===== src/rtl/udm_bus_pkg.sv =====
// Shared udm bus definitions: field widths, master IDs and the request payload struct.
package udm_bus_pkg;

  localparam int unsigned BUS_AW  = 32;
  localparam int unsigned BUS_DW  = 32;
  localparam int unsigned BUS_BEW = 4;

  localparam logic MID_M0 = 1'b0;
  localparam logic MID_M1 = 1'b1;

  typedef struct packed {
    logic               we;
    logic [BUS_AW-1:0]  addr;
    logic [BUS_BEW-1:0] be;
    logic [BUS_DW-1:0]  wdata;
  } bus_req_t;

endpackage


===== src/rtl/udm_id_fifo.sv =====
// In-order synchronous FIFO holding the issuing master ID of each outstanding read.
module udm_id_fifo #(
  parameter int unsigned WIDTH = 1,
  parameter int unsigned DEPTH = 4
) (
  input  logic             clk_i,
  input  logic             rstn_i,
  input  logic             push_i,
  input  logic [WIDTH-1:0] data_i,
  input  logic             pop_i,
  output logic             full_o,
  output logic             empty_o,
  output logic [WIDTH-1:0] head_o
);

  localparam int unsigned AW = $clog2(DEPTH);
  localparam int unsigned PW = AW + 1;

  logic [WIDTH-1:0] mem [DEPTH];
  logic [PW-1:0]    wr_ptr;
  logic [PW-1:0]    rd_ptr;
  logic             wr_en;
  logic             rd_en;

  // Pointers carry one extra wrap bit: equal low bits with differing MSB means full.
  assign empty_o = (wr_ptr == rd_ptr);
  assign full_o  = (wr_ptr[AW] != rd_ptr[AW]) && (wr_ptr[AW-1:0] == rd_ptr[AW-1:0]);
  assign head_o  = mem[rd_ptr[AW-1:0]];

  // A push into a full FIFO is only legal when the head leaves in the same cycle.
  assign wr_en = push_i & (~full_o | pop_i);
  assign rd_en = pop_i & ~empty_o;

  always_ff @(posedge clk_i) begin
    if (!rstn_i) begin
      wr_ptr <= '0;
      rd_ptr <= '0;
    end else begin
      if (wr_en) wr_ptr <= wr_ptr + PW'(1);
      if (rd_en) rd_ptr <= rd_ptr + PW'(1);
    end
  end

  always_ff @(posedge clk_i) begin
    if (wr_en) mem[wr_ptr[AW-1:0]] <= data_i;
  end

endmodule


===== src/rtl/udm_bus_arb2.sv =====
// Two-master round-robin arbiter for the udm req/ack/resp bus; read responses are
// routed back to their issuer through an in-order master-ID FIFO.
module udm_bus_arb2
  import udm_bus_pkg::*;
#(
  parameter int unsigned OUTST_DEPTH = 4,
  parameter bit          M0_PRIO_RST = 1'b1
) (
  input  logic               clk_i,
  input  logic               rstn_i,

  input  logic               m0_req_i,
  input  logic               m0_we_i,
  input  logic [BUS_AW-1:0]  m0_addr_bi,
  input  logic [BUS_BEW-1:0] m0_be_bi,
  input  logic [BUS_DW-1:0]  m0_wdata_bi,
  output logic               m0_ack_o,
  output logic               m0_resp_o,
  output logic [BUS_DW-1:0]  m0_rdata_bo,

  input  logic               m1_req_i,
  input  logic               m1_we_i,
  input  logic [BUS_AW-1:0]  m1_addr_bi,
  input  logic [BUS_BEW-1:0] m1_be_bi,
  input  logic [BUS_DW-1:0]  m1_wdata_bi,
  output logic               m1_ack_o,
  output logic               m1_resp_o,
  output logic [BUS_DW-1:0]  m1_rdata_bo,

  output logic               s_req_o,
  output logic               s_we_o,
  output logic [BUS_AW-1:0]  s_addr_bo,
  output logic [BUS_BEW-1:0] s_be_bo,
  output logic [BUS_DW-1:0]  s_wdata_bo,
  input  logic               s_ack_i,
  input  logic               s_resp_i,
  input  logic [BUS_DW-1:0]  s_rdata_bi,

  output logic               err_o
);

  bus_req_t m0_pl;
  bus_req_t m1_pl;
  bus_req_t sel_pl;

  logic rr_ptr;
  logic grant;
  logic elig0;
  logic elig1;
  logic read_room;
  logic fire;
  logic id_push;
  logic resp_hit;
  logic fifo_full;
  logic fifo_empty;
  logic fifo_head;

  assign m0_pl = '{we: m0_we_i, addr: m0_addr_bi, be: m0_be_bi, wdata: m0_wdata_bi};
  assign m1_pl = '{we: m1_we_i, addr: m1_addr_bi, be: m1_be_bi, wdata: m1_wdata_bi};

  // A full FIFO still admits a read in a cycle where a response frees the head slot.
  assign read_room = ~fifo_full | s_resp_i;
  assign elig0     = m0_req_i & (m0_we_i | read_room);
  assign elig1     = m1_req_i & (m1_we_i | read_room);

  always_comb begin
    grant = MID_M0;
    if (elig0 & elig1) grant = rr_ptr;
    else if (elig1)    grant = MID_M1;
  end

  assign s_req_o    = elig0 | elig1;
  assign sel_pl     = s_req_o ? ((grant == MID_M1) ? m1_pl : m0_pl) : '0;
  assign s_we_o     = sel_pl.we;
  assign s_addr_bo  = sel_pl.addr;
  assign s_be_bo    = sel_pl.be;
  assign s_wdata_bo = sel_pl.wdata;

  assign fire     = s_req_o & s_ack_i;
  assign m0_ack_o = fire & (grant == MID_M0);
  assign m1_ack_o = fire & (grant == MID_M1);
  assign id_push  = fire & ~sel_pl.we;

  // Responses with no outstanding read are dropped here and flagged in err_o.
  assign resp_hit    = s_resp_i & ~fifo_empty;
  assign m0_resp_o   = resp_hit & (fifo_head == MID_M0);
  assign m1_resp_o   = resp_hit & (fifo_head == MID_M1);
  assign m0_rdata_bo = m0_resp_o ? s_rdata_bi : '0;
  assign m1_rdata_bo = m1_resp_o ? s_rdata_bi : '0;

  udm_id_fifo #(
    .WIDTH (1),
    .DEPTH (OUTST_DEPTH)
  ) u_id_fifo (
    .clk_i   (clk_i),
    .rstn_i  (rstn_i),
    .push_i  (id_push),
    .data_i  (grant),
    .pop_i   (s_resp_i),
    .full_o  (fifo_full),
    .empty_o (fifo_empty),
    .head_o  (fifo_head)
  );

  // Pointer moves away from the winner only when a transfer actually fires.
  always_ff @(posedge clk_i) begin
    if (!rstn_i) begin
      rr_ptr <= M0_PRIO_RST ? MID_M0 : MID_M1;
      err_o  <= 1'b0;
    end else begin
      if (fire) rr_ptr <= ~grant;
      if (s_resp_i & fifo_empty) err_o <= 1'b1;
    end
  end

endmodule

===== config.mk =====
export PLATFORM = sky130hd
export DESIGN_NAME = udm_bus_arb2
export DESIGN_NICKNAME = d
export VERILOG_FILES = /design/src/rtl/udm_bus_pkg.sv /design/src/rtl/udm_id_fifo.sv /design/src/rtl/udm_bus_arb2.sv
export SDC_FILE = /design/constraint.sdc
export NUM_CORES = 1
export LEC_CHECK = 0
export CAP_MARGIN = 20
export CORE_AREA = 2 2 121 123
export CTS_BUF_LIST = sky130_fd_sc_hd__clkbuf_8
export DETAILED_ROUTE_END_ITERATION = 10
export DIE_AREA = 0 0 123 125
export GPL_ROUTABILITY_DRIVEN = 0
export SETUP_SLACK_MARGIN = 0.3
export SLEW_MARGIN = 20
export SYNTH_ARGS = -nofsm -noshare
export SYNTH_HDL_FRONTEND = slang
export SYNTH_HIERARCHICAL = 1
export SYNTH_SLANG_ARGS = --single-unit

===== constraint.sdc =====
create_clock -name clk_i -period 3.3 [get_ports clk_i]
set_input_delay 0.66 -clock clk_i [delete_from_list [all_inputs] [get_ports clk_i]]
set_output_delay 0.66 -clock clk_i [all_outputs]
set_load 0.02 [all_outputs]

# Word level (Yosys, flattened, before mapping)
# Memory sizes are Yosys's and may differ from the RTL's. A register that Yosys moved wholly into a read port is not among the register bits.
# Cells that the tools add are included.
# classes
add_sub_neg	2
bitwise	21
n_reduce_logical	1
eq_ne	3
muxes	10
# ops
operator	n
$mux W69	2
$mux W32	2
$and A1 B1 Y1	12
$add A3 B1 Y3 const B	2
$not A1 Y1	5
$mux W1	4
$mux W2	2
$or A1 B1 Y1	4
$eq A3 B3 Y1	1
$eq A2 B2 Y1	1
$logic_and A1 B1 Y1	1
$ne A1 B1 Y1	1
# word_totals
wordCells	42
output_inout_bits	139
regBits	8
inputBits	176
memories	1
mem_bits_rw	4
# mem_list
name	depth	word_bits	rd	rd_clocked_by_memory_dff	write_ports	line_no	source
u_id_fifo.mem	4	1	1	1	1	udm_id_fifo.sv:19	logic [WIDTH-1:0] mem [DEPTH];

# Logic depth before layout (Yosys ltp)
# depth
ltp_word	15
depth_mapped	8

# Modules after synthesis
# The synthesis kept the hierarchy.
# modules_own_cells
module	cells_per_inst	seq_area_each_um2	area_per_inst_um2	instances
udm_bus_arb2	183	40.0	1327.5	1
udm_id_fifo	59	280.3	656.9	1

# Least setup slack after synthesis
# No wires, ideal clock.
# synth_path
kind	reg2out
start	register u_id_fifo.rd_ptr[0]
end	output s_addr_bo[23]
slack_ns	0.522
path_stages_with_launch	9
arrival_ns	2.118
cell_sequence	dfxtp_1 xnor2_2 nand2_1 nor2_1 or3b_4 a211oi_2 buf_4 buf_6 a22o_1
# synth_between
elab_chain_len	10
# synth_rtl
element	line_no	source
start, declared	udm_id_fifo.sv:21	logic [PW-1:0] rd_ptr;
start signal, assigned	udm_id_fifo.sv:40	if (rd_en) rd_ptr <= rd_ptr + PW'(1);
$eq A2 B2 Y1 (*)	udm_id_fifo.sv:27	assign full_o = (wr_ptr[AW] != rd_ptr[AW]) && (wr_ptr[AW-1:0] == rd_ptr[AW-1:0]);
$logic_and A1 B1 Y1 (*)	udm_id_fifo.sv:27	
net fifo_full	udm_bus_arb2.sv:54	logic fifo_full;
$not A1 Y1 (*)	udm_bus_arb2.sv:62	assign read_room = ~fifo_full | s_resp_i;
$or A1 B1 Y1 (*)	udm_bus_arb2.sv:62	
$or A1 B1 Y1, on equally long branches	udm_bus_arb2.sv:64, udm_bus_arb2.sv:63	
$and A1 B1 Y1, on equally long branches	udm_bus_arb2.sv:64, udm_bus_arb2.sv:63	
$mux W1 or $and A1 B1 Y1 (tied branches)	udm_bus_arb2.sv:69, udm_bus_arb2.sv:68	
$mux W1	udm_bus_arb2.sv:68	if (elig0 & elig1) grant = rr_ptr;
$mux W69	udm_bus_arb2.sv:73	assign sel_pl = s_req_o ? ((grant == MID_M1) ? m1_pl : m0_pl) : '0;
$mux W69 (*)	udm_bus_arb2.sv:73	
end, declared	udm_bus_arb2.sv:32	output logic [BUS_AW-1:0] s_addr_bo,
# Mark *: on every way through the listed nets, which the timed path passes. The rest lies on a longest branch.

# Worst setup path after layout
# layout_path
start	register u_id_fifo.wr_ptr[0]
end	output s_addr_bo[12]
# layout_between
elab_chain_len	10
# layout_rtl
element	line_no	source
start, declared	udm_id_fifo.sv:20	logic [PW-1:0] wr_ptr;
start signal, assigned	udm_id_fifo.sv:39	if (wr_en) wr_ptr <= wr_ptr + PW'(1);
$eq A2 B2 Y1 (*)	udm_id_fifo.sv:27	
$logic_and A1 B1 Y1 (*)	udm_id_fifo.sv:27	
net fifo_full	udm_bus_arb2.sv:54	
$not A1 Y1 (*)	udm_bus_arb2.sv:62	
$or A1 B1 Y1 (*)	udm_bus_arb2.sv:62	
$or A1 B1 Y1, on equally long branches	udm_bus_arb2.sv:64, udm_bus_arb2.sv:63	
$and A1 B1 Y1, on equally long branches	udm_bus_arb2.sv:64, udm_bus_arb2.sv:63	
$mux W1 or $and A1 B1 Y1 (tied branches)	udm_bus_arb2.sv:69, udm_bus_arb2.sv:68	
$mux W1	udm_bus_arb2.sv:68	
$mux W69	udm_bus_arb2.sv:73	
$mux W69 (*)	udm_bus_arb2.sv:73	
# Marks and branches as above.

==> results <==
critical path: stages (launching register included):
cell and delay, ns:
dfxtp_2 0.33, xnor2_2 0.17, nand2_1 0.11, nor2_2 0.14, or3b_4 0.42, a211oi_4 0.29
buf_12 0.19, buf_12 0.11, buf_16 0.11, buf_6 0.08, a22o_1 0.14, buf_6 0.12
final timing paths:
check | start | endpoint | slack (ns)
worst min-delay path | err_o | err_o | 0.48
worst max-delay path | u_id_fifo/wr_ptr[0] | s_addr_bo[12] | 0.16
worst min register to register | err_o | err_o | 0.48
worst max register to register | u_id_fifo/wr_ptr[0] | u_id_fifo/mem[3] | 1.17
cells in the final DEF, fill, tap and decap left out, drive strengths merged, types with 2 or more instances in the layout:
| cell type | instances |
|---|---|
| clkdlybuf4s50 | 175 |
| nand2b | 4 |
| inv | 9 |
| nor2 | 3 |
| nor3b | 2 |
| a41oi | 2 |
| ha | 5 |
| a22o | 68 |
| o21ai | 2 |
| and2 | 70 |
| nand2 | 13 |
| dfxtp | 10 |
| dlygate4sd2 | 38 |
| a21oi | 2 |
| clkbuf | 6 |
| edfxtp | 4 |
| xnor2 | 3 |
| buf | 113 |
| dlymetal6s2s | 31 |
| mux2i | 6 |
power by group through the flow:
stage	sequential (mW)	clock, mW	combinational, mW
floorplan	0.200	0	0.353
global placement	0.198	0	0.895
detailed placement	0.199	0	0.901
CTS	0.196	0.148	0.920
global route	0.197	0.163	1.05
finish	0.196	0.146	0.997
cells by family (layout without fill, tap and decap cells):
family	count (synthesis)	count (layout)
buffers and inverters	30	373
XOR/XNOR	4	4
adder cells (fa/ha/maj)	5	5
AO/OA/AOI/OAI	84	84
AND/OR/NAND/NOR	98	98
flip-flops	14	14
multiplexers	7	7
layer usage:
metal | wire length [um] | vias up | track usage
met5 | 17 | - | 0
met4 | 93 | 2 | 0.0227
met3 | 1640 | 9 | 0.0511
met2 | 8110 | 202 | 0.351
met1 | 5010 | 1570 | 0.172
li1 | - | 1580 | -
layout make-up:
| cell class | count | share of cell area |
|---|---|---|
| multi-input combinational | 198 | 0.270 |
| tap | 184 | 0.0376 |
| clock inverter | 1 | 0.000613 |
| timing repair buffer | 361 | 0.627 |
| sequential | 14 | 0.0532 |
| clock buffer | 3 | 0.00675 |
| inverter | 8 | 0.00491 |
through the flow:
| step | instances | power, mW |
|---|---|---|
| 6_report | 769 | 1.34 |
| 5_1_grt | 769 | 1.41 |
| 4_1_cts | 756 | 1.26 |
| 3_5_place_dp | 742 | 1.10 |
| 3_3_place_gp | 742 | 1.09 |
| 2_1_floorplan | 242 | 0.553 |
timing repair:
action	in CTS	in global routing
endpoints found under the setup margin	137	101
pin swaps	18	29
gates resized for setup	371	109
buffers inserted	5	9
gates cloned	5	4
==> results.py <==
metrics = {
    "setup_path": {
        "crit_arrival_ns": 2.48,
        "critical_path_class": "reg2out",
        "cp-start-kind": "flop",
        "ff2ff_path_depth": 8,
        "end_kind": "output pin",
        "critPathMaxFanout": 9,
        "critPathRequiredTime_ns": 2.64,
    },
    "place": {
        "placed_area_um2": 5520,
        "hpwl_um": 12000,
        "place_ws_ns": -0.320,
        "numPortBuffers": 314,
    },
    "yosys": {
        "synth_cells": 242,
        "avgSynthCellArea_um2": 8.20,
        "synthTopCellsByArea": "a22o_1, and2_1, dfxtp_1",
        "ys_seq_elements": 14,
        "synth_area_um2": 1980,
        "synthMuxAreaShare": 0.0416,
        "yosys.cell_types.count": 39,
        "synth_fa_ha_area_frac": 0.0315,
        "synth_top_family_by_area": "compound AO/OA/AOI/OAI gates",
        "synth_top_area_frac": 0.300,
        "synth_area_leader_cell": "a22o_1",
        "synth_flop_cell": "dfxtp_1",
        "synth_edf_count": 4,
        "synth.most_common_cell": "and2_1",
        "ys_async_sr_fraction": 0,
        "synth_nets": 423,
        "synth_compound_area_frac": 0.371,
        "ys_warn_count": 6,
        "synthTopCellsByCount": "and2_1, a22o_1, nand2_1",
        "yosys.area_share.simple": 0.296,
        "ys_seq_area_frac": 0.161,
        "synthXorXnorAreaFrac": 0.0290,
    },
    "cts": {
        "clock_sinks": 14,
        "cts_buffers": 3,
        "htreeDepth": 1,
        "clockBufferDepth": 2,
        "clk_latency_ns": 0.25,
        "cts-root-buf": "clkbuf_8",
        "clk_pin_slew_ns": 0.06,
        "cts_hold_buf": 0,
        "cts_tree": "yes",
    },
    "timing": {
        "tightest_slew_ns": 0.505,
        "hold_violations": 0,
        "maxSlewViolCount": 0,
        "finalSetupViolations": 0,
        "finalClockSkew_ns": 0.000966,
        "period_needed_ns": 3.14,
        "whs_ns": 0.477,
        "fmax_mhz": 319,
        "setup_ws_ns": 0.163,
        "rsz0062_at_grt": "yes",
        "slew_headroom": 0.662,
        "fin_crit_sh": 0.951,
        "setup_tns_ns": 0,
    },
    "grt": {
        "overflow": 0,
        "grt_pass1_vias": 3323,
        "grt_use_total": 0.173,
        "grt_antenna_before_repair": 1,
        "grt_max_degree": 34,
        "grt_pass1_wl_um": 20100,
    },
    "route": {
        "drt_iter0_markers": 71,
        "wirelength_um": 14900,
        "drc": 0,
        "viasPerCell": 4.37,
        "final_antenna_net_count": 0,
        "vias": 3363,
        "wl_per_cell_um": 19.3,
        "first_pass_iters": 4,
    },
    "floorplan": {
        "start_util": 0.140,
        "ios": 315,
        "core-area_um2": 14200,
        "die_h_um": 125,
        "die_w_um": 123,
        "die_area_um2": 15400,
        "rows": 44,
    },
    "final_layout": {
        "finalInstanceArea_um2": 6120,
        "seq_area_um2": 325,
        "multi_input_area_um2": 1650,
        "drive_above_1_share": 0.255,
        "fillers": 1426,
        "syn2layout_area_growth_pct": 208,
        "utilization": 0.431,
        "antenna_cells": 0,
        "final_nets": 767,
    },
    "run": {
        "cap_violations": 0,
    },
    "hold_path": {
        "hold_depth": 2,
        "hold_path_class": "reg2reg",
    },
    "power": {
        "p_comb_frac": 0.744,
        "leakage_nw": 3.24,
        "power_frac_clock": 0.109,
        "switching_share": 0.371,
        "p_per_area_nw_per_um2": 219,
        "p_int_mw": 0.843,
        "worst_ir_drop_vdd_mv": 0.103,
        "p_seq_frac": 0.146,
        "netSwitchingPower_mw": 0.497,
    },
    "run_status": {
        "status": "finished, final reports clean",
    },
}
Note: power is estimated with default switching activity, not from simulation.
